--- config.mk ---
export PLATFORM = sky130hd
export DESIGN_NAME = uart_frame_tx
export DESIGN_NICKNAME = d
export VERILOG_FILES = /design/src/rtl/uart_frame_tx.sv
export SDC_FILE = /design/constraint.sdc
export NUM_CORES = 1
export LEC_CHECK = 0
export BUFFER_PORTS_ARGS = -buffer_cell sky130_fd_sc_hd__buf_2
export CORE_ASPECT_RATIO = 0.6
export CORE_MARGIN = 4
export CORE_UTILIZATION = 28
export DETAILED_ROUTE_END_ITERATION = 12
export PLACE_DENSITY = 0.46
export SYNTH_ARGS = -nofsm -noshare
export SYNTH_HDL_FRONTEND = slang
export SYNTH_SLANG_ARGS = --single-unit
--- constraint.sdc ---
create_clock -name clk -period 13.37 [get_ports clk]
set_input_delay 1.337 -clock clk [delete_from_list [all_inputs] [get_ports clk]]
set_output_delay 1.337 -clock clk [all_outputs]
set_load 0.02 [all_outputs]
--- src/rtl/uart_frame_tx.sv ---
// Periodic telemetry framer: snapshots NUM_CH channels and streams SYNC, LE payload, optional
// checksum and SYNC into a byte UART transmitter, interleaving echoed rx bytes at byte boundaries.
module uart_frame_tx #(
    parameter int          NUM_CH  = 4,
    parameter int          CH_W    = 32,
    parameter int          PERIOD  = 262144,
    parameter int          GAP_CYC = 255,
    parameter logic [7:0]  SYNC    = 8'h0A,
    parameter int          CHK_EN  = 1
) (
    input  logic                     clk,
    input  logic                     rst_n,
    input  logic                     en,
    input  logic                     frame_trig,
    input  logic [NUM_CH*CH_W-1:0]   ch_data,
    input  logic                     rx_valid,
    input  logic [7:0]               rx_data,
    input  logic                     tx_busy,
    output logic                     tx_wr,
    output logic [7:0]               tx_data,
    output logic                     busy,
    output logic                     frame_done,
    output logic                     frame_miss,
    output logic                     echo_ovf
);

    localparam int DW    = NUM_CH * CH_W;
    localparam int PAY_B = DW / 8;
    localparam int FB    = 2 + PAY_B + CHK_EN;
    localparam int IDX_W = $clog2(FB);
    localparam int TMR_W = $clog2(PERIOD);
    localparam int GAP_W = $clog2(GAP_CYC);

    localparam logic [IDX_W-1:0] LAST_IDX = IDX_W'(FB - 1);
    localparam logic [IDX_W-1:0] CHK_IDX  = IDX_W'(PAY_B + 1);
    localparam logic [TMR_W-1:0] TMR_LAST = TMR_W'(PERIOD - 1);
    localparam logic [GAP_W-1:0] GAP_LAST = GAP_W'(GAP_CYC - 1);

    typedef enum logic [2:0] {
        S_IDLE,
        S_LOAD,
        S_SEND,
        S_WAIT,
        S_ECHO
    } state_t;

    state_t             state;
    state_t             next_state;
    logic [TMR_W-1:0]   timer;
    logic               pending;
    logic [DW-1:0]      snap;
    logic [IDX_W-1:0]   idx;
    logic [IDX_W-1:0]   idx_nxt;
    logic [7:0]         chk;
    logic [GAP_W-1:0]   gap_cnt;
    logic               echo_full;
    logic [7:0]         echo_byte;
    logic               slot_open;
    logic               finish;
    logic               req;
    logic [7:0]         sel_byte;
    logic               is_pay;

    // Timer wrap and manual trigger in the same cycle collapse into a single request.
    assign req = frame_trig | (en & (timer == TMR_LAST));

    assign slot_open = (state == S_IDLE) || ((state == S_WAIT) && (gap_cnt == GAP_LAST));

    always_comb begin
        next_state = state;
        idx_nxt    = idx;
        finish     = 1'b0;
        case (state)
            S_IDLE: begin
                if (!tx_busy) begin
                    if (echo_full) begin
                        next_state = S_ECHO;
                    end else if (pending) begin
                        next_state = S_LOAD;
                    end
                end
            end
            S_LOAD: begin
                idx_nxt    = '0;
                next_state = S_SEND;
            end
            S_SEND: begin
                next_state = S_WAIT;
            end
            S_WAIT: begin
                // busy doubles as the "frame in flight" flag for echoes issued from IDLE.
                if (slot_open && !tx_busy) begin
                    if (echo_full) begin
                        next_state = S_ECHO;
                    end else if (!busy) begin
                        next_state = S_IDLE;
                    end else if (idx == LAST_IDX) begin
                        next_state = S_IDLE;
                        finish     = 1'b1;
                    end else begin
                        idx_nxt    = idx + 1'b1;
                        next_state = S_SEND;
                    end
                end
            end
            S_ECHO: begin
                next_state = S_WAIT;
            end
            default: begin
                next_state = S_IDLE;
            end
        endcase
    end

    // Byte for the index about to be sent; chk is complete by the time the checksum slot comes up.
    always_comb begin
        sel_byte = SYNC;
        is_pay   = 1'b0;
        for (int k = 0; k < PAY_B; k++) begin
            if (idx_nxt == IDX_W'(k + 1)) begin
                sel_byte = snap[k*8 +: 8];
                is_pay   = 1'b1;
            end
        end
        if ((CHK_EN != 0) && (idx_nxt == CHK_IDX)) begin
            sel_byte = chk;
        end
    end

    always_ff @(posedge clk or negedge rst_n) begin
        if (!rst_n) begin
            state <= S_IDLE;
            idx   <= '0;
        end else begin
            state <= next_state;
            idx   <= idx_nxt;
        end
    end

    always_ff @(posedge clk or negedge rst_n) begin
        if (!rst_n) begin
            timer      <= '0;
            pending    <= 1'b0;
            frame_miss <= 1'b0;
        end else begin
            if (!en || (timer == TMR_LAST)) begin
                timer <= '0;
            end else begin
                timer <= timer + 1'b1;
            end
            // A request landing in LOAD sees the pending slot already being consumed.
            if (req) begin
                if (pending && (state != S_LOAD)) begin
                    frame_miss <= 1'b1;
                end else begin
                    pending <= 1'b1;
                end
            end else if (state == S_LOAD) begin
                pending <= 1'b0;
            end
        end
    end

    always_ff @(posedge clk or negedge rst_n) begin
        if (!rst_n) begin
            snap    <= '0;
            chk     <= '0;
            gap_cnt <= '0;
        end else begin
            if (state == S_LOAD) begin
                snap <= ch_data;
                chk  <= '0;
            end else if ((next_state == S_SEND) && is_pay) begin
                chk <= chk + sel_byte;
            end
            if ((next_state == S_SEND) || (next_state == S_ECHO)) begin
                gap_cnt <= '0;
            end else if (gap_cnt != GAP_LAST) begin
                gap_cnt <= gap_cnt + 1'b1;
            end
        end
    end

    // Echo buffer is released at the end of ECHO, so an rx byte in that same cycle is kept.
    always_ff @(posedge clk or negedge rst_n) begin
        if (!rst_n) begin
            echo_full <= 1'b0;
            echo_byte <= '0;
            echo_ovf  <= 1'b0;
        end else if (state == S_ECHO) begin
            echo_full <= rx_valid;
            if (rx_valid) begin
                echo_byte <= rx_data;
            end
        end else if (rx_valid) begin
            if (echo_full) begin
                echo_ovf <= 1'b1;
            end else begin
                echo_full <= 1'b1;
                echo_byte <= rx_data;
            end
        end
    end

    always_ff @(posedge clk or negedge rst_n) begin
        if (!rst_n) begin
            tx_wr      <= 1'b0;
            tx_data    <= '0;
            busy       <= 1'b0;
            frame_done <= 1'b0;
        end else begin
            tx_wr      <= (next_state == S_SEND) || (next_state == S_ECHO);
            frame_done <= finish;
            if (next_state == S_SEND) begin
                tx_data <= sel_byte;
            end else if (next_state == S_ECHO) begin
                tx_data <= echo_byte;
            end
            if (state == S_LOAD) begin
                busy <= 1'b1;
            end else if (finish) begin
                busy <= 1'b0;
            end
        end
    end

endmodule

### Word-level counts from Yosys, hierarchy flattened

Cells that the tools add are included.

| storage, ports and cells | value |
|---|---|
| bits of input ports | 142 |
| flip-flop bits (word level) | 193 |

| cells by class | value |
|---|---|
| multiplexer cells | 69 |
| reduce and logical (&&, ||, !) cells | 21 |
| bitwise logic cells | 3 |
| add/sub/neg operators | 4 |
| eq/ne operators | 30 |

Operators with widths:

| cell | count |
|---|---|
| two-way mux 8 bit | 27 |
| equality test 5 x 4 -> 1 bit (second input constant) | 8 |
| two-way mux 1 bit | 28 |
| equality test 5 x 3 -> 1 bit (second input constant) | 4 |
| two-way mux 5 bit | 4 |
| adder 18 x 1 -> 18 bit (second input constant) | 1 |
| equality test 18 bit (second input constant) | 1 |
| two-way mux 18 bit | 1 |
| equality test 5 bit (second input constant) | 3 |
| two-way mux 3 bit | 5 |
| one-hot mux 3 bit (4 select lines) | 1 |
| nonzero test 2 bit | 6 |
| equality test 5 x 2 -> 1 bit (second input constant) | 2 |
| one-hot mux 5 bit (2 select lines) | 1 |
| equality test 3 x 2 -> 1 bit (second input constant) | 3 |
| adder 8 x 1 -> 8 bit (second input constant) | 1 |
| adder 8 bit | 1 |
| equality test 8 bit (second input constant) | 1 |
| inequality test 8 bit (second input constant) | 1 |
| equality test 3 bit (second input constant) | 2 |
| AND reduction 2 bit | 3 |
| adder 5 x 1 -> 5 bit (second input constant) | 1 |
| equality test 5 x 1 -> 1 bit (second input constant) | 1 |
| logical AND 1 bit | 4 |
| 13 further kinds | 17 |

### Logic depth before layout (Yosys ltp)

Gate-level depths: netlist of run 1.

| depth | value |
|---|---|
| word-level depth | 27 |
| mapped depth | 28 |
| gate-level depth less buffers | 24 |

### Least setup slack after synthesis of run 1

Ideal clock, no wire load.

| timing | value |
|---|---|
| path type | input -> register |
| from | input port tx_busy |
| to | register chk[7] |
| data arrival time | 5284 ps |
| stages | 24 |
| data required time | 13269 ps |
| setup slack | 7985 ps |
| library setup time | 101 ps |
| buffers on the path | 3 |
| cell sequence | or2_2 > nor2_1 > or4b_1 > a21o_1 > buf_6 > inv_4 > buf_6 > buf_6 > a31oi_1 > o211a_1 > nor3_1 > a211oi_1 > o21ai_1 > inv_1 > ha_1 > a21o_1 > a21oi_1 > o21bai_1 > a21oi_1 > o21bai_1 > a21oi_1 > xnor2_1 > or3_1 > o311ai_2 |

| between the ends | value |
|---|---|
| word-level cells in the longest chain between the ends | 25 |
| elaborated cells between the ends (all ways) | 63 |
| classes of those cells | add/sub: 1; eq/ne: 18; mux: 40; reduce/logical: 4 |

RTL lines:

| item | line | source |
|---|---|---|
| from (decl) | 18 | `input logic tx_busy,` |
| zero test 1 bit | 92 | `if (slot_open && !tx_busy) begin` |
| logical AND 1 bit | 92 |  |
| two-way mux 5 bit | 92 |  |
| one-hot mux 5 bit (2 select lines) | 73 | `case (state)` |
| equality test 5 x 1 -> 1 bit | 120 | `if (idx_nxt == IDX_W'(k + 1)) begin` |
| two-way mux 8 bit (16 in series) | 120 |  |
| two-way mux 8 bit | 125 | `if ((CHK_EN != 0) && (idx_nxt == CHK_IDX)) begin` |
| adder 8 bit | 174 | `chk <= chk + sel_byte;` |
| two-way mux 8 bit | 173 | `end else if ((next_state == S_SEND) && is_pay) begin` |
| two-way mux 8 bit | 170 | `if (state == S_LOAD) begin` |
| to (signal assigned) | 174 |  |
| to (decl) | 54 | `logic [7:0] chk;` |

Several ways; a longest one is shown, not always the timed one. The select of a mux whose other input is x is not followed.
A chain may end at the register's enable or synchronous reset.

### Worst setup path after layout of run 1

Ends and elaborated chain as after synthesis.

==> flow_results.org, run 1 <==
** Final layout
- Final cell count without fillers :: 1,736
- The multi-input combinational cells in the finished layout cover a total of 4500 um^2.
- Total Nets Final :: 1,418
- Leaving out fill and tap cells, the most frequent cells in the layout are 464 x sky130_fd_sc_hd__nand2_1, 193 x sky130_fd_sc_hd__dfrtp_1, 153 x sky130_fd_sc_hd__buf_2.
- Number of filler instances in the final layout :: 3,689
- The finished cells cover 11,400 um^2.
- The post-route netlist has 18.3% of its cells at a drive strength greater than 1.
- The sequential cells in the finished layout cover a total of 4830 um^2.
- Compared with the post-synthesis result, the final layout area differs by 18.0%.
- For this run, the share of the core covered by cells in the final layout is 33.7%.
- Commonest non-fill, non-tap cell in the layout :: sky130_fd_sc_hd__nand2_1

** Run
- Across the run, the number of max-cap violations was 0.

** GRT
- In this run the most used layer during global routing was met1.
- The initial antenna violation count is 0.
- Final global-route overflow total :: 0
- Met1 capacity usage during global routing :: 27.6%
- The first global-routing pass estimated 48.0 mm of wire.
- Global routing usage summed across all routing layers :: 16.6%
- Met2 track utilization from global routing :: 21.2%
- Entering global routing, the biggest net connects 96 pins.
- The via count of the first global-routing pass is 8,047.
- GR met3 Demand/Resource :: 4.16%

** Pwr
- For this design the total switching power over the nets is 0.746 mW.
- IR drop worst, VDD :: 89.9 uV
- Sequential cells account for 45.4% of the total power.
- In this run, the combinational gates consume 29.2% of the power.
- Cell-internal power :: 1.24 mW
- Leakage power :: 5.48 nW
- Switching share of power :: 37.6%
- In this run the power density over the cells is 174 nW/um^2.
- Clock power share :: 25.4%

** Synthesis
- Post-synth EDFFs :: 0
- Synthesized Nets :: 1,294
- In this run the mean area of a mapped cell was 8.47 um^2.
- Yosys warning total :: 0
- Synthesis inferred 193 register bits.
- Seq/Total Area, Yosys :: 50.0%
- Cells after synthesis :: 1,139
- Share of synthesized registers carrying an async set or reset :: 100%
- In this run the cell area of the synthesized design comes to 9650 um^2.
- The netlist uses 81 different library cells.
- Synth Flop Type :: sky130_fd_sc_hd__dfrtp_1

** Clock tree
- In this run, post-CTS hold repair placed 0 buffers.
- For this design, the sink count on the clock tree is 193.
- TritonCTS built the clock tree.
- In this run the deepest clock path goes through 2 buffers.
- H-tree level count :: 4
- Clock transition at the registers of the reported paths :: 70 ps
- Once the clock tree was built, the setup fixing pass inserted 0 buffers.
- Post-cts resize count :: 0
- Root buf cell :: sky130_fd_sc_hd__clkbuf_16
- Clock buffers created by TritonCTS :: 17
- Clock insertion delay at the later pin of the skew report :: 460 ps

** Timing
- Share of the cycle needed by the critical path after routing :: 46.2%
- Subtracting the final worst setup slack from the clock period gives 6170 ps.
- At the pin with the least slew margin, the transition time is 1080 ps.
- The number of endpoints with negative hold slack in the final report was 0.
- RSZ-0062 raised after global routing :: no
- The number of slew-limit violations in the final report came to 0.
- Final sum of negative setup slack :: 0 ps
- Measured against its own limit, the worst slew margin works out to 27.9%.
- Final-layout worst hold slack :: 467 ps
- Based on the critical path, the design can be clocked at up to 162 MHz.
- Number of setup violations in the final report :: 0
- For the final database, setup skew stands at 9.58 ps.

** Die
- Pin placement for this block handled 155 I/O pins.
- Die area :: 37,600 um^2
- Measured along the x axis, the die boundary spans 248 um.
- Site row count :: 52
- Once the floorplan was initialized, standard cells occupied 28.5% of the core.
- In this run the vertical extent of the chip is 152 um.
- The region available for standard cell placement spans 33,800 um^2.

** Detailed routing
- After the first detailed-routing iteration, the DRC count stood at 804.
- In the routed layout, each cell is associated on average with a via count of 4.76.
- Summed over all layers, the routed wires come to 31.1 mm.
- Post-detailed-route DRC marker count :: 0
- The count of nets left with antenna violations once routing finished came out at 0.
- For this block, the via count after detailed routing is 8,256.
- 1st-pass router iterations :: 5
- Post-detailed-route wirelength per cell :: 17.9 um

** Placement
- During placement, the flow inserted port buffers numbering 154.
- Final RePlAce weighted congestion :: 0.911
- After detailed placement, the design holds a cell count of 1,703.
- Once placement finished, the instance area stood at 10,800 um^2.
- HPWL after DPL :: 22.8 mm

** Critical path
- Data on the critical path is required at its endpoint by 13,730 ps.
- Arrival time of data at the critical path endpoint :: 6530 ps
- Crit Path Max Fanout :: 48
- Measured in cells, the most critical reg-to-reg path has a length of 22.
- The critical path is of the in -> reg type.
- Startpoint class of the critical path :: input pin
- The worst setup path is captured at a flop.

** Outcome
- The run finished with clean final reports.

** Min path
- Worst Hold Path Cells :: 1
- The path class of the tightest hold or removal check is reg -> reg.
registers in the layout, indices dropped and copies added, names as in the netlist, 3 cells and up:
name,count
state,3
timer,18
echo_byte,8
chk,8
idx,5
gap_cnt,8
snap,128
tx_data,8
worst paths after layout:
path / start / to / slack, ps
setup / recovery: tx_busy / chk[7] / 7200
hold / removal: echo_ovf / echo_ovf / 470
setup reg to reg: state[2] / chk[7] / 7280
hold reg to reg: echo_ovf / echo_ovf / 470
max in group asynchronous: rst_n / snap[98] / 11220
min in group asynchronous: rst_n / timer[15] / 960
power groups by stage:
stage / Combinational, mW / Clock (mW) / Sequential [mW]
floorplan: 0.399 / 0 / 0.854
global placement: 0.567 / 0 / 0.910
detailed placement: 0.576 / 0 / 0.908
CTS: 0.580 / 0.522 / 0.898
global route: 0.655 / 0.549 / 0.920
finish: 0.578 / 0.503 / 0.900
area by class of cell:
| cell class | count | area share (%) |
|---|---|---|
| inverters | 20 | 0.681 |
| flip-flops and latches | 193 | 42.4 |
| clock buffers | 18 | 3.77 |
| multi-input cells | 867 | 39.5 |
| repair buffers | 164 | 7.50 |
| diodes | 1 | 0.0220 |
| clock inverters | 14 | 1.14 |
| well taps | 459 | 5.04 |
per-stage QoR:
| stage | setup WS [ps] | power, mW |
|---|---|---|
| after detailed placement | 6750 | 1.48 |
| after global placement | 6870 | 1.48 |
| after CTS | 7240 | 2.00 |
| final | 7200 | 1.98 |
| after floorplan | 7980 | 1.25 |
| after global routing | 6780 | 2.12 |
synthesized netlist by cell type, types with 10 or more instances:
| library cell | instances | area [um^2] |
|---|---|---|
| sky130_fd_sc_hd__xnor2_1 | 13 | 114 |
| sky130_fd_sc_hd__nor3_1 | 12 | 60.1 |
| sky130_fd_sc_hd__a31oi_1 | 10 | 62.6 |
| sky130_fd_sc_hd__nor2_1 | 66 | 248 |
| sky130_fd_sc_hd__nand4_1 | 12 | 75.1 |
| sky130_fd_sc_hd__o21ai_0 | 36 | 180 |
| sky130_fd_sc_hd__nand2_1 | 464 | 1740 |
| sky130_fd_sc_hd__mux2_2 | 11 | 124 |
| sky130_fd_sc_hd__buf_2 | 14 | 70.1 |
| sky130_fd_sc_hd__clkbuf_1 | 39 | 146 |
| sky130_fd_sc_hd__nand3_1 | 40 | 200 |
| sky130_fd_sc_hd__inv_1 | 15 | 56.3 |
| sky130_fd_sc_hd__a21oi_1 | 39 | 195 |
| sky130_fd_sc_hd__mux2i_1 | 18 | 180 |
| sky130_fd_sc_hd__dfrtp_1 | 193 | 4830 |
| sky130_fd_sc_hd__ha_1 | 12 | 150 |
| sky130_fd_sc_hd__xor2_1 | 19 | 166 |
critical path, stage by stage:
cell                       delay [ps]
sky130_fd_sc_hd__buf_2            130
sky130_fd_sc_hd__or2_2            330
sky130_fd_sc_hd__nor4_2           310
sky130_fd_sc_hd__mux2i_1          170
sky130_fd_sc_hd__nor2_4            90
sky130_fd_sc_hd__buf_4            500
sky130_fd_sc_hd__inv_1             80
sky130_fd_sc_hd__buf_4            270
sky130_fd_sc_hd__nor2_1           300
sky130_fd_sc_hd__a41oi_1           80
sky130_fd_sc_hd__o211a_1          180
sky130_fd_sc_hd__nor3_1           240
sky130_fd_sc_hd__a211oi_1         100
sky130_fd_sc_hd__o21ai_1          390
sky130_fd_sc_hd__inv_1             90
sky130_fd_sc_hd__ha_1             280
sky130_fd_sc_hd__a21o_1           180
sky130_fd_sc_hd__a21oi_1          230
sky130_fd_sc_hd__o21bai_1         100
sky130_fd_sc_hd__a21oi_1          260
sky130_fd_sc_hd__o21bai_1         100
sky130_fd_sc_hd__a21oi_1          250
sky130_fd_sc_hd__xnor2_1          100
sky130_fd_sc_hd__or3_1            330
sky130_fd_sc_hd__o311ai_2          70
cell families (layout without fill, tap and decap cells):
kind of cell	Yosys count	after routing	synth area share [%]
simple gates	638	638	27.7
flops	193	193	50.0
compound gates	155	155	10.9
buf+inv	79	216	3.55
xor+xnor	32	32	2.90
mux	29	29	3.15
fa+ha+maj	13	13	1.76
other cells	0	1	0
routing by layer:
metal  wire length, um  share of wire [%]  up-vias
met5                 0                  0        -
met4               199               0.64        0
met3              1890                6.1       16
met2             12100                 39      213
met1             16900                 54     3983
li1                  -                  -     4044
(Power assumes the default switching activity.)
==> inputs of run 2 (changes only) <==
--- a/config.mk
+++ b/config.mk
@@ -10,7 +10,7 @@
 export CORE_MARGIN = 4
 export CORE_UTILIZATION = 28
 export DETAILED_ROUTE_END_ITERATION = 12
-export PLACE_DENSITY = 0.46
+export PLACE_DENSITY = 0.48
 export SYNTH_ARGS = -nofsm -noshare
 export SYNTH_HDL_FRONTEND = slang
 export SYNTH_SLANG_ARGS = --single-unit
==> constraint.sdc (replaced) <==
create_clock -name clk -period 5.1 [get_ports clk]
set_input_delay 0.51 -clock clk [delete_from_list [all_inputs] [get_ports clk]]
set_output_delay 0.51 -clock clk [all_outputs]
set_load 0.02 [all_outputs]
==> run 2 against run 1 <==
Compared with the run above:
- cell count increased by 2.1%
- global-route usage is 0.083 points higher
- critical path depth shrank 3
- total power grew to 2.8 times the previous value
- via count is 1.3% higher
- worst setup slack worse by 7000 ps
- design area rose by 4.1%
- critical path type is now reg -> reg
- register-to-register slack worse by 7000 ps
- sequential power grew to 2.6 times the previous value
- clock power rose to 2.8 times the previous value
- sequential share of layout area is 1.7 points lower
==> flow_results.org, run 2 (synthesis gave the netlist of run 1 again) <==
** Detailed routing
- Routed signal wires occupy layers up through met4.
- Total number of vias :: 8,367 (+1.3%)
- The routed wirelength normalized by instance count is 17.6 um (-1.7%).
- Via density per instance :: 4.72 (-0.77%)
- The total met3 wirelength after detailed routing was 1.88 mm (-0.58%).
- The remaining routing DRC violations is 0 (unchanged).
- The sum of routed wire length over all layers came to 31.2 mm (+0.37%).
- The remaining antenna violation count after routing came to 0 (unchanged).
- Detailed-routed wire length on met2 :: 11.9 mm (-1.2%)
- The violation count after the first detailed-routing iteration came to 732 (-9.0%).
- 1st-pass router iterations :: 5 (unchanged)
- The met1 layer wirelength in the final routing is 17.0 mm (+0.58%).

** Timing
- Of the available clock period, the critical path in the final layout requires 95.4%.
- The remaining max-slew budget at the tightest pin is 41.1% (+13 points).
- The number of setup violations in the final report came to 0 (unchanged).
- Final sum of negative setup slack :: 0 ps (unchanged)
- The measured slew at the worst slew-check pin is 883 ps (-196 ps).
- Subtracting the final worst setup slack from the clock period gives 4870 ps.
- The number of slew-limit violations in the final report is 0 (unchanged).
- Largest clock skew in the final design :: 9.12 ps (-0.454 ps)
- Hold Fails Final Rpt :: 0 (unchanged)
- The setup slack after layout was 235 ps (-6960 ps).
- The final-layout worst hold slack came to 117 ps (-351 ps).
- Maximum achievable frequency :: 206 MHz

** Critical path
- The largest individual stage delay along the critical path comes from the cell sky130_fd_sc_hd__or4_1.
- Critical Path, Cell by Cell :: inv_1 -> ha_1 -> and3_1 -> nand3_2 -> or4_1 -> a21oi_1 -> buf_4 -> nand2_1 -> o22ai_1 -> nand3_1 -> and3_1 -> a2111oi_4 -> nor2_1 -> ha_1 -> a21oi_2 -> o21bai_1 -> a21oi_2 -> o21bai_1 -> a21oi_2 -> xnor2_1 -> or3_1 -> o311ai_2
- The arrival time at the worst endpoint was 5210 ps (-1320 ps).
- CP most frequent cell :: sky130_fd_sc_hd__a21oi_2
- The data required time at the worst endpoint is 5440 ps (-8290 ps).
- The worst setup path is of the reg -> reg kind.
- The maximum cell stage delay along the critical path was 610 ps (+110 ps).
- The worst setup path is launched from a flop.
- The worst-path maximum fanout was 11 (-77%).
- The worst setup path is captured at a flop.

** Die
- The area of the die came to 37,600 um^2 (unchanged).
- Site row count :: 52 (unchanged)
- The number of ports placed on the die boundary came to 155 (unchanged).
- The effective utilization at floorplan was 28.5% (unchanged).
- The placeable core area was 33,800 um^2 (unchanged).
- The vertical die dimension came to 152 um (unchanged).
- Die outline width :: 248 um (unchanged)

** Clock tree
- Number of sinks handled by clock tree synthesis :: 193 (unchanged)
- TritonCTS built the clock tree.
- Clock buffers created by TritonCTS :: 17 (unchanged)
- Root buf cell :: sky130_fd_sc_hd__clkbuf_16
- Clock transition at the registers of the reported paths :: 70 ps (about the same)
- Longest Clk Path Bufs :: 2 (unchanged)
- The worst-skew pair later-pin latency was 450 ps (about the same).
- The deepest level of the CTS H-tree was 4 (unchanged).

** Final layout
- Final standard cell utilization of the core :: 35.0% (+1.4 points)
- Total area of sequential cells :: 4830 um^2 (unchanged)
- Layout overhead on the synthesized area :: 22.8%
- Top Registers :: snap x128, timer x18
- Number of filler instances in the final layout :: 3,589 (-2.7%)
- Final standard cell area without fillers :: 11,900 um^2 (+4.1%)
- The filler-free cell count of the finished design was 1,773 (+2.1%).
- Area of the multi-input gates :: 4550 um^2 (+1.3%)
- The share of post-route cells with drive strength above 1 is 21.3% (+3.0 points).
- The register with the most flip-flops in the final layout is snap.
- Commonest non-fill, non-tap cell in the layout :: sky130_fd_sc_hd__nand2_1
- The count of nets after finishing came to 1,458 (+2.8%).
- Top library cells by usage in the layout, fill and taps aside :: 464 x sky130_fd_sc_hd__nand2_1, 193 x sky130_fd_sc_hd__dfrtp_1, 153 x sky130_fd_sc_hd__buf_2
- The number of antenna repair diodes came to 0 (-1).
- The number of flip-flops under the largest register name was 128 (unchanged).

** Placement
- Post-placement worst setup slack :: 36.9 ps (-6710 ps)
- The HPWL after detailed placement was 23.4 mm (+2.2%).
- The total placed cells including tap cells is 1,742 (+2.3%).
- Dpl cell area :: 11,200 um^2 (+3.2%)
- The placer congestion estimate is 0.943 (+3.6%).
- Port buffer count :: 154 (unchanged)

** GRT
- The overall fraction of global-route tracks in use came to 16.7% (+0.083 points).
- Wire length of the first global-routing pass :: 48.5 mm (+1.1%)
- Largest net degree at the start of global routing :: 99 (+3.1%)
- The initial antenna violation count came to 0 (unchanged).
- The global-route congestion overflow total was 0 (unchanged).
- The via count of the first global-routing pass is 8,267 (+2.7%).

** Pwr
- Overall Power :: 5.46 mW (+180%)
- Power per standard cell area :: 461 nW/um^2 (+160%)
- The highest ir drop seen on vdd came to 227 uV (+150%).
- The leakage power of the design came to 5.73 nW (+4.7%).

** Run
- The count of max-cap constraint violations is 0 (unchanged).

** Outcome
- Run status :: completed

** Min path
- The path class of the tightest hold or removal check is in -> async.
-- run 2: cell count changes in the layout (fill, tap and decap cells not counted), sizes merged --
cell | before | now
bufinv | 1 | 4
diode | 1 | 0
clkinv | 7 | 6
inv | 24 | 19
buf | 163 | 203
clkbuf | 19 | 20
-- run 2: critical path, delay by kind of cell, from the launching register on --
kind / cells / cell delay, ps
flops: 1 / 440
fa+ha+maj: 2 / 480
xor+xnor: 1 / 90
buf+inv: 2 / 290
simple gates: 8 / 1950
compound gates: 9 / 1500
-- run 2: path summary, 6_finish.rpt --
path	depth (start not counted)	endpoint	slack (ps)	start
hold reg to reg	1	echo_ovf	470	echo_ovf
setup / recovery	22	chk[7]	230	gap_cnt[0]
hold / removal	1	timer[15]	120	rst_n
min in group clk	3	snap[39]	250	ch_data[39]
max in group asynchronous	2	snap[127]	3940	rst_n
setup reg to reg	22	chk[7]	230	gap_cnt[0]
-- run 2: timing repair --
| item | in CTS | in global routing |
|---|---|---|
| resized for setup | 0 | 16 |
| hold buffers | 0 | 0 |
| setup endpoints to repair | 0 | 2 |
| buffers inserted | 0 | 1 |
-- run 2: layout make-up --
type                       count  area share [%]
clock buffer                  19            3.74
timing repair buffer         204            10.2
multi-input combinational    867            38.4
inverter                      20           0.675
tap                          459            4.84
clock inverter                11            1.38
sequential                   193            40.7
-- run 2: layer usage --
| layer | vias up | global-route usage, % |
|---|---|---|
| met3 | 26 | 3.88 |
| met5 | - | 0 |
| met1 | 3983 | 27.8 |
| li1 | 4125 | - |
| met4 | 0 | 3.95 |
| met2 | 233 | 21.0 |
-- run 2: report_power, final --
| part | switching (mW) | internal [mW] | total (mW) | leakage, nW |
|---|---|---|---|---|
| logic | 0.979 | 0.718 | 1.70 | 3.17 |
| registers | 0.371 | 1.97 | 2.34 | 2.27 |
| clock network | 0.597 | 0.825 | 1.42 | 0.294 |
==> inputs of run 3 (changes only) <==
--- a/config.mk
+++ b/config.mk
@@ -11,6 +11,8 @@
 export CORE_UTILIZATION = 28
 export DETAILED_ROUTE_END_ITERATION = 12
 export PLACE_DENSITY = 0.48
+export RECOVER_POWER = 50
+export REMOVE_ABC_BUFFERS = 1
 export SYNTH_ARGS = -nofsm -noshare
 export SYNTH_HDL_FRONTEND = slang
 export SYNTH_SLANG_ARGS = --single-unit
==> run 3 against run 2 <==
Compared with the run above:
- the run now ends with capacitance limit, slew limit left
- combinational power down 4%
- die area unchanged
- maximum frequency grew 0.42%
- cell count shrank 0.45%
- clock power about the same
- total power down 1.3%
- first-iteration DRC count shrank 10%
- sequential power hardly changed
- clock skew rose by 1.8 ps
- critical path depth grew 3
- design area decreased by 0.38%
- clock-buffer cell count fell by 2
==> flow_results.org, run 3 (synthesis gave the netlist of run 1 again) <==
** Detailed routing
- The number of vias per cell after detailed routing came to 4.70 (-0.47%).
- The remaining routing DRC violations came to 0 (unchanged).
- The count of TritonRoute iterations in the first routing pass was 5 (unchanged).
- Antenna Nets Post-Route :: 0 (unchanged)
- Post-detailed-route wirelength per cell :: 17.0 um (-3.2%)
- The sum of routed wire length over all layers was 30.1 mm (-3.7%).
- Total number of vias :: 8,290 (-0.92%)
- The violation count after the first detailed-routing iteration came to 656 (-10%).

** Final layout
- Relative to the synthesized area, the layout overhead comes to 22.4%.
- The layout filler cell count was 3,616 (+0.75%).
- Flip-flop count of the largest register, all copies and words added :: 128 (unchanged)
- Total Nets Final :: 1,448 (-0.69%)
- Commonest non-fill, non-tap cell in the layout :: sky130_fd_sc_hd__nand2_1
- Leaving out fill and tap cells, the most frequent cells in the layout are 462 x sky130_fd_sc_hd__nand2_1, 193 x sky130_fd_sc_hd__dfrtp_1, 151 x sky130_fd_sc_hd__buf_2.
- Share of layout cells above drive strength 1 :: 21.0% (-0.33 points)
- The register with the most flip-flops in the final layout is snap.
- The number of antenna repair diodes was 0 (unchanged).
- The area taken by multi-input logic gates came to 4570 um^2 (+0.41%).
- The area used by sequential logic in the layout is 4830 um^2 (unchanged).
- In the final layout, the registers with the most flip-flops are snap x128, timer x18.

** Pwr
- Overall Power :: 5.39 mW (-1.3%)
- The power density normalized to cell area is 456 nW/um^2 (-0.91%).
- The highest ir drop seen on vdd came to 229 uV (+0.56%).
- The leakage power of the design is 5.68 nW (-0.98%).

** Clock tree
- The clock input transition at the sequential cells of the worst setup and hold paths came to 80 ps (about the same).
- Root buf cell :: sky130_fd_sc_hd__clkbuf_16
- Number of sinks handled by clock tree synthesis :: 193 (unchanged)
- The maximum clock path buffer count came to 2 (unchanged).
- TritonCTS built the clock tree.
- Number of hold-repair buffers added at the cts stage :: 0 (unchanged)
- The deepest level of the CTS H-tree came to 4 (unchanged).
- Clock buffers created by TritonCTS :: 17 (unchanged)
- The worst-skew pair later-pin latency is 460 ps (about the same).

** Critical path
- Required time at the worst-slack endpoint :: 5470 ps (+30 ps)
- Crit Path Max Fanout :: 30 (+19)
- The critical path starts at gap_cnt[0].
- The arrival time at the worst endpoint was 5210 ps (about the same).
- CP most frequent cell :: sky130_fd_sc_hd__nor2_1
- The maximum cell stage delay along the critical path came to 430 ps (-180 ps).
- In this run the critical register-to-register path is launched from gap_cnt[0].
- Path type of the worst setup path :: reg -> reg
- The number of cells traversed by the worst register-to-register path came to 25 (+14%).
- Startpoint class of the critical path :: flop
- Crit-path slowest cell :: sky130_fd_sc_hd__dfrtp_1
- Worst setup EP type :: flop

** GRT
- Initial antenna violation count :: 0 (unchanged)
- The via count of the first global-routing pass came to 8,291 (+0.29%).
- Wire length of the first global-routing pass :: 47.4 mm (-2.2%)
- Largest net degree at the start of global routing :: 106 (+7.1%)
- Global routing usage summed across all routing layers :: 16.1% (-0.59 points)
- The global-route congestion overflow total is 0 (unchanged).

** Die
- The width of the chip was 248 um (unchanged).
- The area of the die was 37,600 um^2 (unchanged).
- The vertical die dimension is 152 um (unchanged).
- The number of ports placed on the die boundary was 155 (unchanged).
- The placeable core area came to 33,800 um^2 (unchanged).
- The effective utilization at floorplan is 28.5% (unchanged).
- Site row count :: 52 (unchanged)

** Placement
- Port buffer count :: 154 (unchanged)
- HPWL after DPL :: 22.0 mm (-5.9%)
- Post-placement worst setup slack :: 105 ps (+68.4 ps)
- Final RePlAce weighted congestion :: 0.839 (-11%)

** Timing
- The measured slew at the worst slew-check pin came to 4210 ps (+3320 ps).
- Maximum achievable frequency :: 206 MHz (+0.42%)
- Final sum of negative setup slack :: 0 ps (unchanged)
- Relative slew slack :: -180% (-220 points)
- Total count of max-transition violations in the final report :: 89 (+89)
- The setup slack after layout is 255 ps (+20.4 ps).
- The minimum period implied by the final worst setup slack is 4840 ps (-20.4 ps).
- Share of the cycle needed by the critical path after routing :: 95.0% (-0.40 points)
- The number of setup violations in the final report is 0 (unchanged).
- Hold Fails Final Rpt :: 0 (unchanged)
- The worst-case clock skew was 10.9 ps (+1.76 ps).

** Min path
- Class of the most critical hold timing path :: in -> reg
- Start point of the worst hold path :: ch_data[77]
- The worst hold path passes through 3 cells.

** Outcome
- Violated checks :: capacitance limit, slew limit
- The flow ran to the end, but the final reports show violations.

** Run
- The count of max-cap constraint violations is 1 (+1).
[run 3: worst paths after layout]
| kind | slack [ps] | end |
|---|---|---|
| min in group asynchronous | 1730 | snap[51] |
| worst min-delay path | 230 | snap[77] |
| max in group asynchronous | 960 | snap[114] |
| worst min register to register | 480 | snap[62] |
| worst max register to register | 260 | chk[6] |
| worst max-delay path | 260 | chk[6] |
[run 3: what timing repair did]
action	in CTS	in global routing
gates resized for setup	0	22
buffers inserted	0	3
endpoints found under the hold margin	0	0
setup endpoints to repair	0	2
[run 3: layer usage]
metal,wire length (um),share of wire [%],GRT usage (%)
met3,1130,3.8,3.29
met4,224,0.74,3.17
met1,15900,53,25.2
met2,12800,42,22.8
met5,0,0,0
[run 3: where the power goes]
| part | internal [mW] | switching (mW) |
|---|---|---|
| sequential | 1.97 | 0.358 |
| combinational | 0.688 | 0.939 |
| clock | 0.749 | 0.686 |
[run 3: layout make-up]
cell class | instances | area share (%)
clock buffers | 17 | 3.60
clock inverters | 15 | 1.62
inverters | 20 | 0.699
multi-input cells | 867 | 38.7
flip-flops and latches | 193 | 40.9
well taps | 459 | 4.86
repair buffers | 194 | 9.62
[run 3: stage by stage]
stage | instances | util (%) | hold slack [ps] | area (um^2)
floorplan | 1080 | - | 214 | 9390
global placement | 1730 | 32.8 | 457 | 11100
detailed placement | 1730 | 32.8 | 463 | 11100
CTS | 1762 | 34.6 | 118 | 11700
global route | 1765 | 34.9 | 221 | 11800
finish | 1765 | 34.9 | 234 | 11800
[run 3: critical path: cells and delay by family, from the launching register on]
kind,cells,cell delay [ps]
flops,1,430
buf+inv,5,620
simple gates,8,1070
xor+xnor,1,130
compound gates,8,1730
fa+ha+maj,3,760
